## src/rtl/morse_char_encoder.sv

```systemverilog
// Morse character encoder: takes one ASCII character per valid/ready handshake and
// emits spaced single-cycle dot/dash/char-space/word-space pulses for a transmit FSM.
module morse_char_encoder #(
  parameter int ELEM_GAP = 2,
  parameter int CHAR_GAP = 4,
  parameter int WORD_GAP = 8
) (
  input  logic       clk,
  input  logic       rst,
  input  logic [7:0] char_in,
  input  logic       char_valid,
  output logic       char_ready,
  output logic       dot_out,
  output logic       dash_out,
  output logic       char_space_out,
  output logic       word_space_out,
  output logic       err_out
);

  localparam logic [2:0] S_IDLE  = 3'd0;
  localparam logic [2:0] S_ELEM  = 3'd1;
  localparam logic [2:0] S_EGAP  = 3'd2;
  localparam logic [2:0] S_END   = 3'd3;
  localparam logic [2:0] S_SPACE = 3'd4;
  localparam logic [2:0] S_TAIL  = 3'd5;

  logic [2:0] state;
  logic [3:0] cnt;
  logic [4:0] pat;
  logic [2:0] rem;

  logic [7:0] lookup;
  logic [2:0] len;
  logic [4:0] aligned;
  logic [3:0] gap_sel;

  // Code ROM entry {length, pattern}; pattern bits right-aligned, MSB-first, 1=dash.
  // Length 0 marks an unsupported character.
  function automatic logic [7:0] code_rom(input logic [7:0] c);
    logic [7:0] u;
    u = (c >= 8'h61 && c <= 8'h7a) ? (c - 8'h20) : c;
    case (u)
      8'h41: code_rom = {3'd2, 5'b00001}; // A .-
      8'h42: code_rom = {3'd4, 5'b01000}; // B -...
      8'h43: code_rom = {3'd4, 5'b01010}; // C -.-.
      8'h44: code_rom = {3'd3, 5'b00100}; // D -..
      8'h45: code_rom = {3'd1, 5'b00000}; // E .
      8'h46: code_rom = {3'd4, 5'b00010}; // F ..-.
      8'h47: code_rom = {3'd3, 5'b00110}; // G --.
      8'h48: code_rom = {3'd4, 5'b00000}; // H ....
      8'h49: code_rom = {3'd2, 5'b00000}; // I ..
      8'h4a: code_rom = {3'd4, 5'b00111}; // J .---
      8'h4b: code_rom = {3'd3, 5'b00101}; // K -.-
      8'h4c: code_rom = {3'd4, 5'b00100}; // L .-..
      8'h4d: code_rom = {3'd2, 5'b00011}; // M --
      8'h4e: code_rom = {3'd2, 5'b00010}; // N -.
      8'h4f: code_rom = {3'd3, 5'b00111}; // O ---
      8'h50: code_rom = {3'd4, 5'b00110}; // P .--.
      8'h51: code_rom = {3'd4, 5'b01101}; // Q --.-
      8'h52: code_rom = {3'd3, 5'b00010}; // R .-.
      8'h53: code_rom = {3'd3, 5'b00000}; // S ...
      8'h54: code_rom = {3'd1, 5'b00001}; // T -
      8'h55: code_rom = {3'd3, 5'b00001}; // U ..-
      8'h56: code_rom = {3'd4, 5'b00001}; // V ...-
      8'h57: code_rom = {3'd3, 5'b00011}; // W .--
      8'h58: code_rom = {3'd4, 5'b01001}; // X -..-
      8'h59: code_rom = {3'd4, 5'b01011}; // Y -.--
      8'h5a: code_rom = {3'd4, 5'b01100}; // Z --..
      8'h30: code_rom = {3'd5, 5'b11111}; // 0 -----
      8'h31: code_rom = {3'd5, 5'b01111}; // 1 .----
      8'h32: code_rom = {3'd5, 5'b00111}; // 2 ..---
      8'h33: code_rom = {3'd5, 5'b00011}; // 3 ...--
      8'h34: code_rom = {3'd5, 5'b00001}; // 4 ....-
      8'h35: code_rom = {3'd5, 5'b00000}; // 5 .....
      8'h36: code_rom = {3'd5, 5'b10000}; // 6 -....
      8'h37: code_rom = {3'd5, 5'b11000}; // 7 --...
      8'h38: code_rom = {3'd5, 5'b11100}; // 8 ---..
      8'h39: code_rom = {3'd5, 5'b11110}; // 9 ----.
      default: code_rom = 8'h00;
    endcase
  endfunction

  always_comb begin
    lookup  = code_rom(char_in);
    len     = lookup[7:5];
    // Left-justify so the first element always sits in bit 4.
    aligned = lookup[4:0] << (3'd5 - len);
    gap_sel = (state == S_END) ? 4'(CHAR_GAP) : 4'(WORD_GAP);
  end

  // Handshake: a character is taken at a rising edge with char_valid && char_ready;
  // char_ready is only high in IDLE and inputs are ignored otherwise.
  always_ff @(posedge clk) begin
    if (rst) begin
      state          <= S_IDLE;
      cnt            <= 4'd0;
      pat            <= 5'd0;
      rem            <= 3'd0;
      char_ready     <= 1'b1;
      dot_out        <= 1'b0;
      dash_out       <= 1'b0;
      char_space_out <= 1'b0;
      word_space_out <= 1'b0;
      err_out        <= 1'b0;
    end else begin
      dot_out        <= 1'b0;
      dash_out       <= 1'b0;
      char_space_out <= 1'b0;
      word_space_out <= 1'b0;
      err_out        <= 1'b0;
      case (state)
        S_IDLE: begin
          if (char_valid) begin
            if (char_in == 8'h20) begin
              word_space_out <= 1'b1;
              char_ready     <= 1'b0;
              state          <= S_SPACE;
            end else if (len != 3'd0) begin
              dash_out   <= aligned[4];
              dot_out    <= ~aligned[4];
              pat        <= {aligned[3:0], 1'b0};
              rem        <= len - 3'd1;
              char_ready <= 1'b0;
              state      <= S_ELEM;
            end else begin
              err_out <= 1'b1;
            end
          end
        end
        S_ELEM: begin
          cnt   <= 4'(ELEM_GAP - 1);
          state <= S_EGAP;
        end
        S_EGAP: begin
          if (cnt == 4'd1) begin
            if (rem != 3'd0) begin
              dash_out <= pat[4];
              dot_out  <= ~pat[4];
              pat      <= {pat[3:0], 1'b0};
              rem      <= rem - 3'd1;
              state    <= S_ELEM;
            end else begin
              char_space_out <= 1'b1;
              state          <= S_END;
            end
          end else begin
            cnt <= cnt - 4'd1;
          end
        end
        S_END, S_SPACE: begin
          // The terminating pulse cycle counts toward the gap; ready rises at t+GAP-1.
          if (gap_sel == 4'd2) begin
            char_ready <= 1'b1;
            state      <= S_IDLE;
          end else begin
            cnt   <= gap_sel - 4'd2;
            state <= S_TAIL;
          end
        end
        S_TAIL: begin
          if (cnt == 4'd1) begin
            char_ready <= 1'b1;
            state      <= S_IDLE;
          end else begin
            cnt <= cnt - 4'd1;
          end
        end
        default: begin
          char_ready <= 1'b1;
          state      <= S_IDLE;
        end
      endcase
    end
  end

endmodule

```

## config.mk

```make
export PLATFORM = sky130hd
export DESIGN_NAME = morse_char_encoder
export DESIGN_NICKNAME = d
export VERILOG_FILES = /design/src/rtl/morse_char_encoder.sv
export SDC_FILE = /design/constraint.sdc
export NUM_CORES = 1
export LEC_CHECK = 0
export ABC_AREA = 1
export CAP_MARGIN = 10
export CELL_PAD_IN_SITES_DETAIL_PLACEMENT = 0
export CELL_PAD_IN_SITES_GLOBAL_PLACEMENT = 1
export CORE_MARGIN = 1.5
export CORE_UTILIZATION = 41
export CTS_CLUSTER_SIZE = 20
export DETAILED_ROUTE_END_ITERATION = 8
export PLACE_DENSITY = 0.84
export SLEW_MARGIN = 20
export SYNTH_ARGS = -nofsm -noshare
export SYNTH_HDL_FRONTEND = slang
export SYNTH_SLANG_ARGS = --single-unit
```

## constraint.sdc

```tcl
create_clock -name clk -period 2.8 [get_ports clk]
set_input_delay 0.56 -clock clk [delete_from_list [all_inputs] [get_ports clk]]
set_output_delay 0.56 -clock clk [all_outputs]
set_load 0.05 [all_outputs]
```

==> results.yml <==
placed_design:
  routabilityCongestion: 0.933
  detailed_place.area_um2: 2420
  port_buffers: 16
  place_worst_setup_slack_ns: -0.139
  dp_hpwl_um: 4030
clocking:
  cts_bufs_inserted: 3
  clock_tree.htree_level_count: 1
  clock_sink_count: 20
  clk-insertion-delay-late_ns: 0.26
  tritoncts_clock_tree: "yes"
  clock_tree.buffer_depth: 2
  cts.reportedPaths.clkPinSlew_ns: 0.07
  clockRootBuffer: "clkbuf_8"
critical_path:
  crit_path_start_kind: "primary input"
  critPathMaxFanout: 7
  critical-path-slowest-cell: "clkdlybuf4s50_1"
  critical_path_cell_list: "clkdlybuf4s50_1, buf_4, ha_2, a21oi_2, nand2_2, nand3_4, nand2_1, nand2_4, nand2_4, nand3_4, nand2_1, o21ai_0, ha_1, xor2_1, nor2_1, nor2_1"
  cp.buffers_inverters: 2
  critPathArrivalTime_ns: 2.79
  cp_slowest_stage_delay_ns: 0.49
  setup_crit_end_kind: "flip-flop"
  crit_family: "simple AND/OR/NAND/NOR gates"
  critical_path_class: "primary input to flip-flop"
  cp_data_required_time_ns: 2.96
detailed_routing:
  routed-via-count: 2157
  drtPass1Iterations: 4
  via_per_inst: 5.20
  final_routed_wirelength_across_all_metal_layers_um: 5080
  wl_per_cell_um: 12.2
  final_antenna_net_count: 0
  drc_errors: 0
  first_iteration_detailed_routing_drc_count: 134
final_layout:
  insertedDiodeCount: 0
  layout-area-overhead-vs-synth_pct: 29.7
  fin_area_um2: 2510
  layout.filler_cells: 444
  num-nets-final: 386
  layout-drive-gt1-share: 0.201
yosys:
  synth_async_sr_flop_share: 0
  synth_fp_nets: 335
  syn_avg_cell_area_um2: 6.19
  postSynth.topFlopCell: "dfxtp_1"
  synth_edf_count: 0
  synth.yosys.warnings: 0
  seq_area_frac_synth: 0.207
  syn-instance-count: 313
  post_synth_cell_types: 35
  synth_area_um2: 1940
  synth-seq-cells: 20
status:
  run_status: "completed"
global_routing:
  grt_pass1_vias: 1949
  grt.total_usage: 0.204
  first_pass_grt_wire_length_um: 8480
  grt_max_degree: 17
  grt-ovfl-total: 0
  antenna_found_initial: 0
job:
  cap_viol_max_count: 0
pwr:
  vdd.ir_drop.worst_uv: 426
  leakage_nw: 1.18
  pwr_per_cell_area_nw_per_um2: 565
timing:
  rsz0062_at_grt: "no"
  hold_viol_final: 0
  worstMarginPinSlew_ns: 0.716
  achievable-frequency_mhz: 381
  timing.final.max_slew_violations: 0
  setup_ws_ns: 0.173
  fin_crit_sh: 0.938
  final_period_minus_worst_setup_slack_ns: 2.63
  finalClockSkew_ns: 0.00317
  timing.hold.ws_ns: 0.467
  final_setup_viols: 0
  max_slew_headroom: 0.516
hold_path:
  worstHoldPathType: "flip-flop to flip-flop"
floorplanning:
  die_area_um2: 5150
  top_level_i_o_count: 17
  core.rowCount: 24
  initial_core_util: 0.436
  fp.coreArea_um2: 4440
  die_h_um: 71.7
  horiz_die_dim_um: 71.7
==> cells by family (layout without fill, tap and decap cells) <==
kind of cell / Yosys count / in the layout / synth area share
simple gates: 175 / 175 / 0.449
compound gates: 54 / 54 / 0.156
buf+inv: 50 / 100 / 0.103
flops: 20 / 20 / 0.207
fa+ha+maj: 11 / 11 / 0.0711
xor+xnor: 3 / 3 / 0.0136
==> synthesized netlist by cell type (all sizes together), types with 2 or more instances <==
library cell / instances / area share
dfxtp: 20 / 0.21
o21ai: 27 / 0.070
clkbuf: 2 / 0.0039
nor2: 40 / 0.085
nand3: 34 / 0.10
inv: 41 / 0.081
o211ai: 6 / 0.023
ha: 11 / 0.071
nor3: 9 / 0.029
a211oi: 3 / 0.012
xor2: 2 / 0.0090
nand4: 13 / 0.052
nand2: 76 / 0.17
buf: 6 / 0.017
a21oi: 16 / 0.043
==> cell type report <==
class | count | area, um^2 | area share
inverter | 42 | 160 | 0.0637
multi-input combinational | 243 | 1360 | 0.542
sequential | 20 | 400 | 0.159
clock buffer | 4 | 55.1 | 0.0219
timing repair buffer | 54 | 470 | 0.187
tap | 52 | 65.1 | 0.0259
==> layout by cell type, fill, tap and decap left out, types with 10 or more instances in the layout <==
cell              n
a21oi_1          15
buf_4            36
clkdlybuf4s50_1  16
dfxtp_1          20
ha_1             10
inv_1            35
nand2_1          66
nand3_1          29
nand4_1          10
nor2_1           36
o21ai_0          18
==> worst register-to-register path, delay by kind of cell, from the launching register on <==
family | cells | cell delay, ns
DFF | 1 | 0.40
AOI/OAI and AO/OA | 1 | 0.04
and+or+nand+nor | 7 | 1.18
buffers and inverters | 3 | 0.41
==> stage by stage <==
stage / utilization / TNS [ns] / total power, mW / cells
3_3_place_gp: 0.544 / -0.624 / 1.19 / 409
4_1_cts: 0.556 / 0 / 1.42 / 413
6_report: 0.565 / 0 / 1.42 / 415
2_1_floorplan: - / 0 / 0.970 / 313
3_5_place_dp: 0.544 / -0.863 / 1.19 / 409
5_1_grt: 0.565 / 0 / 1.55 / 415
==> routing by layer <==
| metal | vias to the layer above | GRT usage | share of wire |
|---|---|---|---|
| met2 | 40 | 0.318 | 0.44 |
| met4 | 0 | 0.0440 | 0.0075 |
| met5 | - | 0 | 0 |
| met3 | 6 | 0.0352 | 0.041 |
| met1 | 966 | 0.294 | 0.51 |
| li1 | 1145 | - | - |
==> flip-flops by register name, summed over array words and instances (netlist names) <==
| register | cells |
|---|---|
| cnt | 4 |
| char_ready | 1 |
| rem | 3 |
| state | 3 |
| dash_out | 1 |
| err_out | 1 |
| pat | 4 |
| word_space_out | 1 |
| char_space_out | 1 |
| dot_out | 1 |
==> repair_timing <==
item / in CTS / in global routing
endpoints found under the setup margin: 0 / 5
resized for setup: 0 / 7
setup buffers: 0 / 2
hold buffers: 0 / 0
==> power by group <==
part	switching [mW]	internal, mW
combinational	0.477	0.296
sequential	0.0572	0.367
clock	0.0956	0.125
total	0.630	0.788
==> worst paths after layout <==
| path | endpoint | start | slack [ns] | cells after the start |
|---|---|---|---|---|
| worst min register to register | char_ready | char_ready | 0.47 | 2 |
| worst max register to register | rem[1] | state[2] | 0.66 | 11 |
| worst min-delay path | char_ready | char_ready | 0.47 | 2 |
| worst max-delay path | rem[2] | char_in[1] | 0.17 | 16 |
(Power assumes the default switching activity.)
